**src/rtl/div_unit_if.sv**
```systemverilog
`default_nettype none
// ============================================================================
//  Module      : div_unit_if
//  Description : Issue-side handshake bundle for the multi-cycle RV32M
//                divider: start pulse with operation, operands and rd on one
//                side; busy, completion pulse and writeback on the other.
//  Revision    : 1.0  initial release
// ============================================================================
interface div_unit_if #(
  parameter int XLEN = 32
);
  logic            start;
  logic [3:0]      div_op;
  logic [XLEN-1:0] dividend;
  logic [XLEN-1:0] divisor;
  logic [4:0]      rd_in;
  logic            busy;
  logic            div_ready;
  logic [XLEN-1:0] result;
  logic [4:0]      rd_out;
  logic            reg_we_out;

  // Issue logic (decode stage) side
  modport master (
    output start, div_op, dividend, divisor, rd_in,
    input  busy, div_ready, result, rd_out, reg_we_out
  );

  // Divider side
  modport slave (
    input  start, div_op, dividend, divisor, rd_in,
    output busy, div_ready, result, rd_out, reg_we_out
  );
endinterface
`default_nettype wire

```
**src/rtl/div_unit.sv**
```systemverilog
`default_nettype none
// ============================================================================
//  Module      : div_unit
//  Description : Multi-cycle RV32M divider (DIV/DIVU/REM/REMU). Restoring
//                shift-subtract on operand magnitudes, one quotient bit per
//                cycle, followed by a sign-fix cycle and a one-cycle
//                completion pulse. Divide-by-zero, signed overflow and
//                unknown opcodes complete in the cycle after the start.
//  Revision    : 1.0  initial release
// ============================================================================
module div_unit #(
  parameter int XLEN = 32
) (
  input  wire logic   clk,
  input  wire logic   reset_n,
  div_unit_if.slave   bus
);

  localparam int         c_CNT_W   = $clog2(XLEN + 1);
  localparam logic [3:0] c_OP_DIV  = 4'd1;
  localparam logic [3:0] c_OP_DIVU = 4'd2;
  localparam logic [3:0] c_OP_REM  = 4'd3;
  localparam logic [3:0] c_OP_REMU = 4'd4;
  localparam logic [XLEN-1:0] c_INT_MIN = {1'b1, {(XLEN-1){1'b0}}};

  typedef enum logic [1:0] {
    S_IDLE = 2'd0,
    S_CALC = 2'd1,
    S_FIX  = 2'd2,
    S_DONE = 2'd3
  } state_t;

  state_t              r_state;
  state_t              w_next_state;
  logic                w_busy;
  logic                w_ready;

  logic [3:0]          r_op;
  logic                r_neg_q;
  logic                r_neg_r;
  logic [c_CNT_W-1:0]  r_cnt;
  logic [XLEN:0]       r_rem;     // partial remainder, one guard bit
  logic [XLEN-1:0]     r_quo;     // dividend bits shift out, quotient bits shift in
  logic [XLEN-1:0]     r_dvs;
  logic [XLEN-1:0]     r_result;
  logic [4:0]          r_rd;

  // ---- decode of the operation presented with start ----
  logic                w_accept;
  logic                w_signed_op;
  logic                w_valid_op;
  logic                w_is_div;
  logic                w_a_neg;
  logic                w_b_neg;
  logic                w_div_zero;
  logic                w_ovf;
  logic                w_special;
  logic [XLEN-1:0]     w_special_result;
  logic [XLEN-1:0]     w_a_mag;
  logic [XLEN-1:0]     w_b_mag;

  assign w_accept    = (r_state == S_IDLE) && bus.start && (bus.div_op != 4'd0);
  assign w_signed_op = (bus.div_op == c_OP_DIV) || (bus.div_op == c_OP_REM);
  assign w_valid_op  = (bus.div_op >= c_OP_DIV) && (bus.div_op <= c_OP_REMU);
  assign w_is_div    = (bus.div_op == c_OP_DIV) || (bus.div_op == c_OP_DIVU);
  assign w_a_neg     = bus.dividend[XLEN-1];
  assign w_b_neg     = bus.divisor[XLEN-1];
  assign w_div_zero  = (bus.divisor == '0);
  assign w_ovf       = w_signed_op && (bus.dividend == c_INT_MIN) && (bus.divisor == '1);
  assign w_special   = !w_valid_op || w_div_zero || w_ovf;

  // Magnitudes; -2^(XLEN-1) negates to itself, which is the correct unsigned magnitude.
  assign w_a_mag = (w_signed_op && w_a_neg) ? (~bus.dividend + 1'b1) : bus.dividend;
  assign w_b_mag = (w_signed_op && w_b_neg) ? (~bus.divisor  + 1'b1) : bus.divisor;

  // Results that bypass the iteration: x/0, signed overflow, unknown opcode.
  always_comb begin
    w_special_result = '0;
    if (!w_valid_op) begin
      w_special_result = '0;
    end else if (w_div_zero) begin
      w_special_result = w_is_div ? '1 : bus.dividend;
    end else if (w_ovf) begin
      w_special_result = w_is_div ? c_INT_MIN : '0;
    end
  end

  // ---- one restoring step ----
  logic [XLEN:0]   w_shift;
  logic [XLEN:0]   w_diff;
  logic [XLEN:0]   w_rem_next;
  logic [XLEN-1:0] w_quo_next;

  assign w_shift = {r_rem[XLEN-1:0], r_quo[XLEN-1]};
  assign w_diff  = w_shift - {1'b0, r_dvs};

  // Keep the difference when it did not borrow, otherwise restore.
  always_comb begin
    w_rem_next = w_shift;
    w_quo_next = {r_quo[XLEN-2:0], 1'b0};
    if (!w_diff[XLEN]) begin
      w_rem_next = w_diff;
      w_quo_next = {r_quo[XLEN-2:0], 1'b1};
    end
  end

  // ---- sign correction ----
  logic [XLEN-1:0] w_quo_final;
  logic [XLEN-1:0] w_rem_final;
  logic [XLEN-1:0] w_fix_result;

  assign w_quo_final  = r_neg_q ? (~r_quo + 1'b1) : r_quo;
  assign w_rem_final  = r_neg_r ? (~r_rem[XLEN-1:0] + 1'b1) : r_rem[XLEN-1:0];
  assign w_fix_result = ((r_op == c_OP_DIV) || (r_op == c_OP_DIVU)) ? w_quo_final : w_rem_final;

  // State register.
  always_ff @(posedge clk or negedge reset_n) begin
    if (!reset_n) begin
      r_state <= S_IDLE;
    end else begin
      r_state <= w_next_state;
    end
  end

  // Next-state decode and status outputs.
  always_comb begin
    w_next_state = r_state;
    w_busy       = 1'b1;
    w_ready      = 1'b0;
    case (r_state)
      S_IDLE: begin
        w_busy = 1'b0;
        if (w_accept) begin
          w_next_state = w_special ? S_DONE : S_CALC;
        end
      end
      S_CALC: begin
        if (r_cnt == c_CNT_W'(1)) begin
          w_next_state = S_FIX;
        end
      end
      S_FIX: begin
        w_next_state = S_DONE;
      end
      S_DONE: begin
        w_ready      = 1'b1;
        w_next_state = S_IDLE;
      end
      default: begin
        w_next_state = S_IDLE;
      end
    endcase
  end

  // Operand capture, iteration and result registers.
  always_ff @(posedge clk or negedge reset_n) begin
    if (!reset_n) begin
      r_op     <= '0;
      r_neg_q  <= 1'b0;
      r_neg_r  <= 1'b0;
      r_cnt    <= '0;
      r_rem    <= '0;
      r_quo    <= '0;
      r_dvs    <= '0;
      r_result <= '0;
      r_rd     <= '0;
    end else begin
      case (r_state)
        S_IDLE: begin
          if (w_accept) begin
            r_op    <= bus.div_op;
            r_rd    <= bus.rd_in;
            r_neg_q <= w_signed_op && (w_a_neg ^ w_b_neg);
            r_neg_r <= w_signed_op && w_a_neg;
            r_rem   <= '0;
            r_quo   <= w_a_mag;
            r_dvs   <= w_b_mag;
            r_cnt   <= c_CNT_W'(XLEN);
            if (w_special) begin
              r_result <= w_special_result;
            end
          end
        end
        S_CALC: begin
          r_rem <= w_rem_next;
          r_quo <= w_quo_next;
          r_cnt <= r_cnt - 1'b1;
        end
        S_FIX: begin
          r_result <= w_fix_result;
        end
        default: begin
        end
      endcase
    end
  end

  assign bus.busy       = w_busy;
  assign bus.div_ready  = w_ready;
  assign bus.result     = r_result;
  assign bus.rd_out     = r_rd;
  assign bus.reg_we_out = w_ready && (r_rd != 5'd0);

endmodule
`default_nettype wire

```
**src/flat_wrapper.sv**
```systemverilog
// flat-port wrapper written by rule: the top's interface ports become plain ports
module div_unit_flat 
#(
  parameter int XLEN = 32
)
  (clk, reset_n, bus_start, bus_div_op, bus_dividend, bus_divisor, bus_rd_in, bus_busy, bus_div_ready, bus_result, bus_rd_out, bus_reg_we_out);
  div_unit_if #(.XLEN(XLEN)) bus_i ();
  input  wire logic clk;
  input  wire logic reset_n;
  input wire logic [$bits(bus_i.start)-1:0] bus_start;
  input wire logic [$bits(bus_i.div_op)-1:0] bus_div_op;
  input wire logic [$bits(bus_i.dividend)-1:0] bus_dividend;
  input wire logic [$bits(bus_i.divisor)-1:0] bus_divisor;
  input wire logic [$bits(bus_i.rd_in)-1:0] bus_rd_in;
  output wire logic [$bits(bus_i.busy)-1:0] bus_busy;
  output wire logic [$bits(bus_i.div_ready)-1:0] bus_div_ready;
  output wire logic [$bits(bus_i.result)-1:0] bus_result;
  output wire logic [$bits(bus_i.rd_out)-1:0] bus_rd_out;
  output wire logic [$bits(bus_i.reg_we_out)-1:0] bus_reg_we_out;
  assign bus_i.start = bus_start;
  assign bus_i.div_op = bus_div_op;
  assign bus_i.dividend = bus_dividend;
  assign bus_i.divisor = bus_divisor;
  assign bus_i.rd_in = bus_rd_in;
  assign bus_busy = bus_i.busy;
  assign bus_div_ready = bus_i.div_ready;
  assign bus_result = bus_i.result;
  assign bus_rd_out = bus_i.rd_out;
  assign bus_reg_we_out = bus_i.reg_we_out;
  div_unit #(.XLEN(XLEN)) u_core (.clk(clk), .reset_n(reset_n), .bus(bus_i));
endmodule
```
**config.mk**
```make
export PLATFORM = sky130hd
export DESIGN_NAME = div_unit_flat
export DESIGN_NICKNAME = d
export VERILOG_FILES = /design/src/rtl/div_unit_if.sv /design/src/rtl/div_unit.sv /design/src/flat_wrapper.sv
export SDC_FILE = /design/constraint.sdc
export NUM_CORES = 1
export LEC_CHECK = 0
export CAP_MARGIN = 0
export CORE_MARGIN = 3
export CORE_UTILIZATION = 40
export CTS_CLUSTER_DIAMETER = 60
export DETAILED_ROUTE_END_ITERATION = 12
export PLACE_DENSITY = 0.58
export SKIP_CTS_REPAIR_TIMING = 1
export SYNTH_ARGS = -nofsm -noshare
export SYNTH_HDL_FRONTEND = slang
export SYNTH_SLANG_ARGS = --single-unit
export TNS_END_PERCENT = 20
```
**constraint.sdc**
```tcl
create_clock -name clk -period 3.83 [get_ports clk]
set_clock_uncertainty 0.2 [all_clocks]
set_input_delay 0.9575 -clock clk [delete_from_list [all_inputs] [get_ports clk]]
set_output_delay 0.9575 -clock clk [all_outputs]
set_load 0.1 [all_outputs]
```
==> results.cfg <==
[outcome]
status = finished, final reports clean

[global_routing]
use_met2 = 0.382
grtUsageTotal = 0.232
antenna_found_initial = 0
use_met3 = 0.0343
top_usage_layer = met2
grt_max_degree = 75
grt_pass1_wl_um = 57500
grt_pass1_vias = 10865
grtUsageMet1 = 0.317
overflow = 0

[yosys]
synthFlopType = dfrtp_1
synth_nets = 1596
netlist_instances = 1476
synthTopCellsByArea = dfrtp_1 32%, o21ai_0 8.2%, nand2_1 7.4%
syn_avg_cell_area_sq_um = 7.74
seq_area_frac_synth = 0.322
synth_edf_count = 0
syn-cell-area_sq_um = 11400
netlist.top_cell.by_area = dfrtp_1
synthArstFlopShare = 1.00
synth_top_area_frac = 0.322
yosysWarnings = 0
ys_types = 77
ys_ff_latch = 147

[drt]
vias_per_cell = 5.53
antenna_left = 0
num_vias = 11227
drt_iter0_drc = 770
firstDrtPassIters = 5
routedWlPerCell_um = 17.5
drc_errors = 0
drt_wl_total_um = 35500

[timing]
tightest_slew_ps = 1080
period_minus_slack_ps = 3680
drv_slew = 0
setup_viol = 0
rsz0062_at_grt = false
hold_viol = 0
period_share = 0.960
fmax_mhz = 272
slew_headroom = 0.278

[critical_path]
endpoint_kind = flip-flop
rr_startpoint = u_core.r_rem[24]$_DFFE_PN0P_
cp_cell_sequence = clkdlybuf4s50_1 > or4_4 > or4b_4 > nor2_4 > nand3_2 > o31ai_2 > o21ai_1 > a21boi_4 > buf_4 > nand2_1 > o21ai_0
path_class = in2reg
cp_top_family = simple AND/OR/NAND/NOR gates
cp_max_fo = 21
start_kind = input port
crit_buf_inv = 2
crit_path_max_incr_delay_ps = 570
required_ps = 3910
cp-startpoint = bus_dividend[7]
cp.arrival_ps = 3750
crit_slowest_cell = or4b_4

[cts]
cts.sinks = 147
clk_pin_slew_worst_paths_ps = 60
cts-root-buf = clkbuf_16
cts_tree = done
clock_latency_ps = 430
cts_buffers = 17
h-tree-depth = 4
cts_buffer_depth = 2

[floorplan]
fp.dieW_um = 175
pin_count = 116
core_area_sq_um = 27900
num_rows = 61
dieArea_sq_um = 30600
initial_core_util = 0.409
die_y_um = 175

[pwr]
powerDensity_nw_per_um2 = 902
ir_worst_vdd_uv = 406
power.leakage_uw = 0.00612
internal-power_uw = 6180
pwr-share-seq = 0.229
switching_power_uw = 6630
combPwrFrac = 0.631
p_clk_frac = 0.141
swShare = 0.517

[cells_and_area]
area_delta_synth_final_pct = 24.3
multi_input_area_sq_um = 7200
final_core_util = 0.508
final_cells = 2029
fillers = 2789
final_nets = 1759
diodes = 0
layout-drive-gt1-share = 0.130
seq_area_sq_um = 3680

[place]
dpl.cell_count = 1998
place_hpwl_um = 27000
place_congestion = 0.914
port-buffer-count = 115

[job]
cap_violations = 0

[min_path]
hold_class = reg2reg
worstHoldStart = u_core.r_dvs[7]$_DFFE_PN0P_
## power by group through the flow
stage / registers [uW] / clock network, uW / logic (uW)
after floorplan: 3840 / 0 / 4900
after CTS: 2910 / 1830 / 8050
final: 2930 / 1800 / 8080
after global placement: 2920 / 0 / 7930
after detailed placement: 2930 / 0 / 8010
after global routing: 3030 / 1900 / 8900
## worst paths after layout
kind,to,slack (ps),cells past startpoint
min,u_core.r_dvs[7]$_DFFE_PN0P_,280,2
max in group asynchronous,u_core.r_dvs[26]$_DFFE_PN0P_,2240,2
max reg2reg,u_core.r_rem[27]$_DFFE_PN0P_,200,12
min in group asynchronous,u_core.bus.result[7]$_DFFE_PN0P_,310,1
max,u_core.bus.result[14]$_DFFE_PN0P_,150,11
min reg2reg,u_core.r_dvs[7]$_DFFE_PN0P_,280,2
## stage by stage
stage / hold WS [ps] / power, uW / setup slack, ps / instance area [sq um] / setup TNS [ps]
6_report: 278 / 12800 / 153 / 14200 / 0
3_5_place_dp: 270 / 10900 / -287 / 13500 / -7020
5_1_grt: 306 / 13800 / 27.1 / 14200 / 0
4_1_cts: 285 / 12800 / 154 / 14200 / 0
3_3_place_gp: 263 / 10800 / -224 / 13500 / -5560
2_1_floorplan: 250 / 8740 / 336 / 11400 / 0
## worst reg2reg max path: cells and delay by family (launching register included)
family,cells,cell delay (ps)
compound gates,6,1320
fa+ha+maj,1,390
buf+inv,2,360
flops,1,460
simple gates,3,760
## logic make-up (layout without fill, tap and decap cells)
logic type,count (synthesis),in the layout,synth area share
AO/OA/AOI/OAI,451,451,0.237
adder cells (fa/ha/maj),44,44,0.0489
AND/OR/NAND/NOR,512,512,0.205
multiplexers,25,25,0.0224
flip-flops,147,147,0.322
buffers and inverters,150,325,0.0515
XOR/XNOR,147,147,0.113
## cells in the mapped netlist (20+ instances only)
cell type  count
nand2_1      226
o21ai_0      187
dfrtp_1      147
nor2_1       132
a21oi_1      115
xnor2_1       75
xor2_1        72
inv_1         71
clkbuf_1      69
ha_1          43
o31ai_1       27
nand3_1       22
mux2i_1       21
nor4_1        20
## final cells by class
cell class / instances / area share
Inverter: 71 / 0.0188
Timing Repair Buffer: 223 / 0.137
Tap cell: 378 / 0.0333
Clock inverter: 10 / 0.0109
Clock buffer: 21 / 0.0331
Sequential cell: 147 / 0.259
Multi-Input combinational cell: 1179 / 0.507
## registers in the layout, summed over array words and instances (netlist names)
signal / flops
u_core.bus.rd_out: 5
u_core.bus.result: 32
u_core.r_cnt: 6
u_core.r_dvs: 32
u_core.r_neg_q: 1
u_core.r_neg_r: 1
u_core.r_op: 4
u_core.r_quo: 32
u_core.r_rem: 32
u_core.r_state: 2
## cell usage in the layout, fill, tap and decap left out, types with 9 or more instances in the layout
cell,Yosys,routed
or4_1,15,15
ha_1,43,42
dfrtp_1,147,147
nand2_1,226,226
o31ai_1,27,27
buf_4,2,141
nand4_1,13,13
o22ai_1,9,9
nand3_1,22,21
xor2_1,72,72
nor4_1,20,19
nor3_1,17,15
nand2b_1,14,14
xnor2_1,75,75
nor2_1,132,132
o41ai_1,17,17
a31oi_1,10,10
a32oi_1,9,9
clkdlybuf4s50_1,0,74
a211oi_1,11,11
or3_1,11,11
mux2i_1,21,21
o21ai_0,187,185
a21oi_1,115,114
clkbuf_16,0,17
inv_1,71,71
## metal layers
layer	routed length, um	vias to the layer above
met5	0	-
met4	872	0
met3	1800	55
met2	16400	342
met1	16400	5307
li1	-	5523
(Power assumes the default switching activity.)
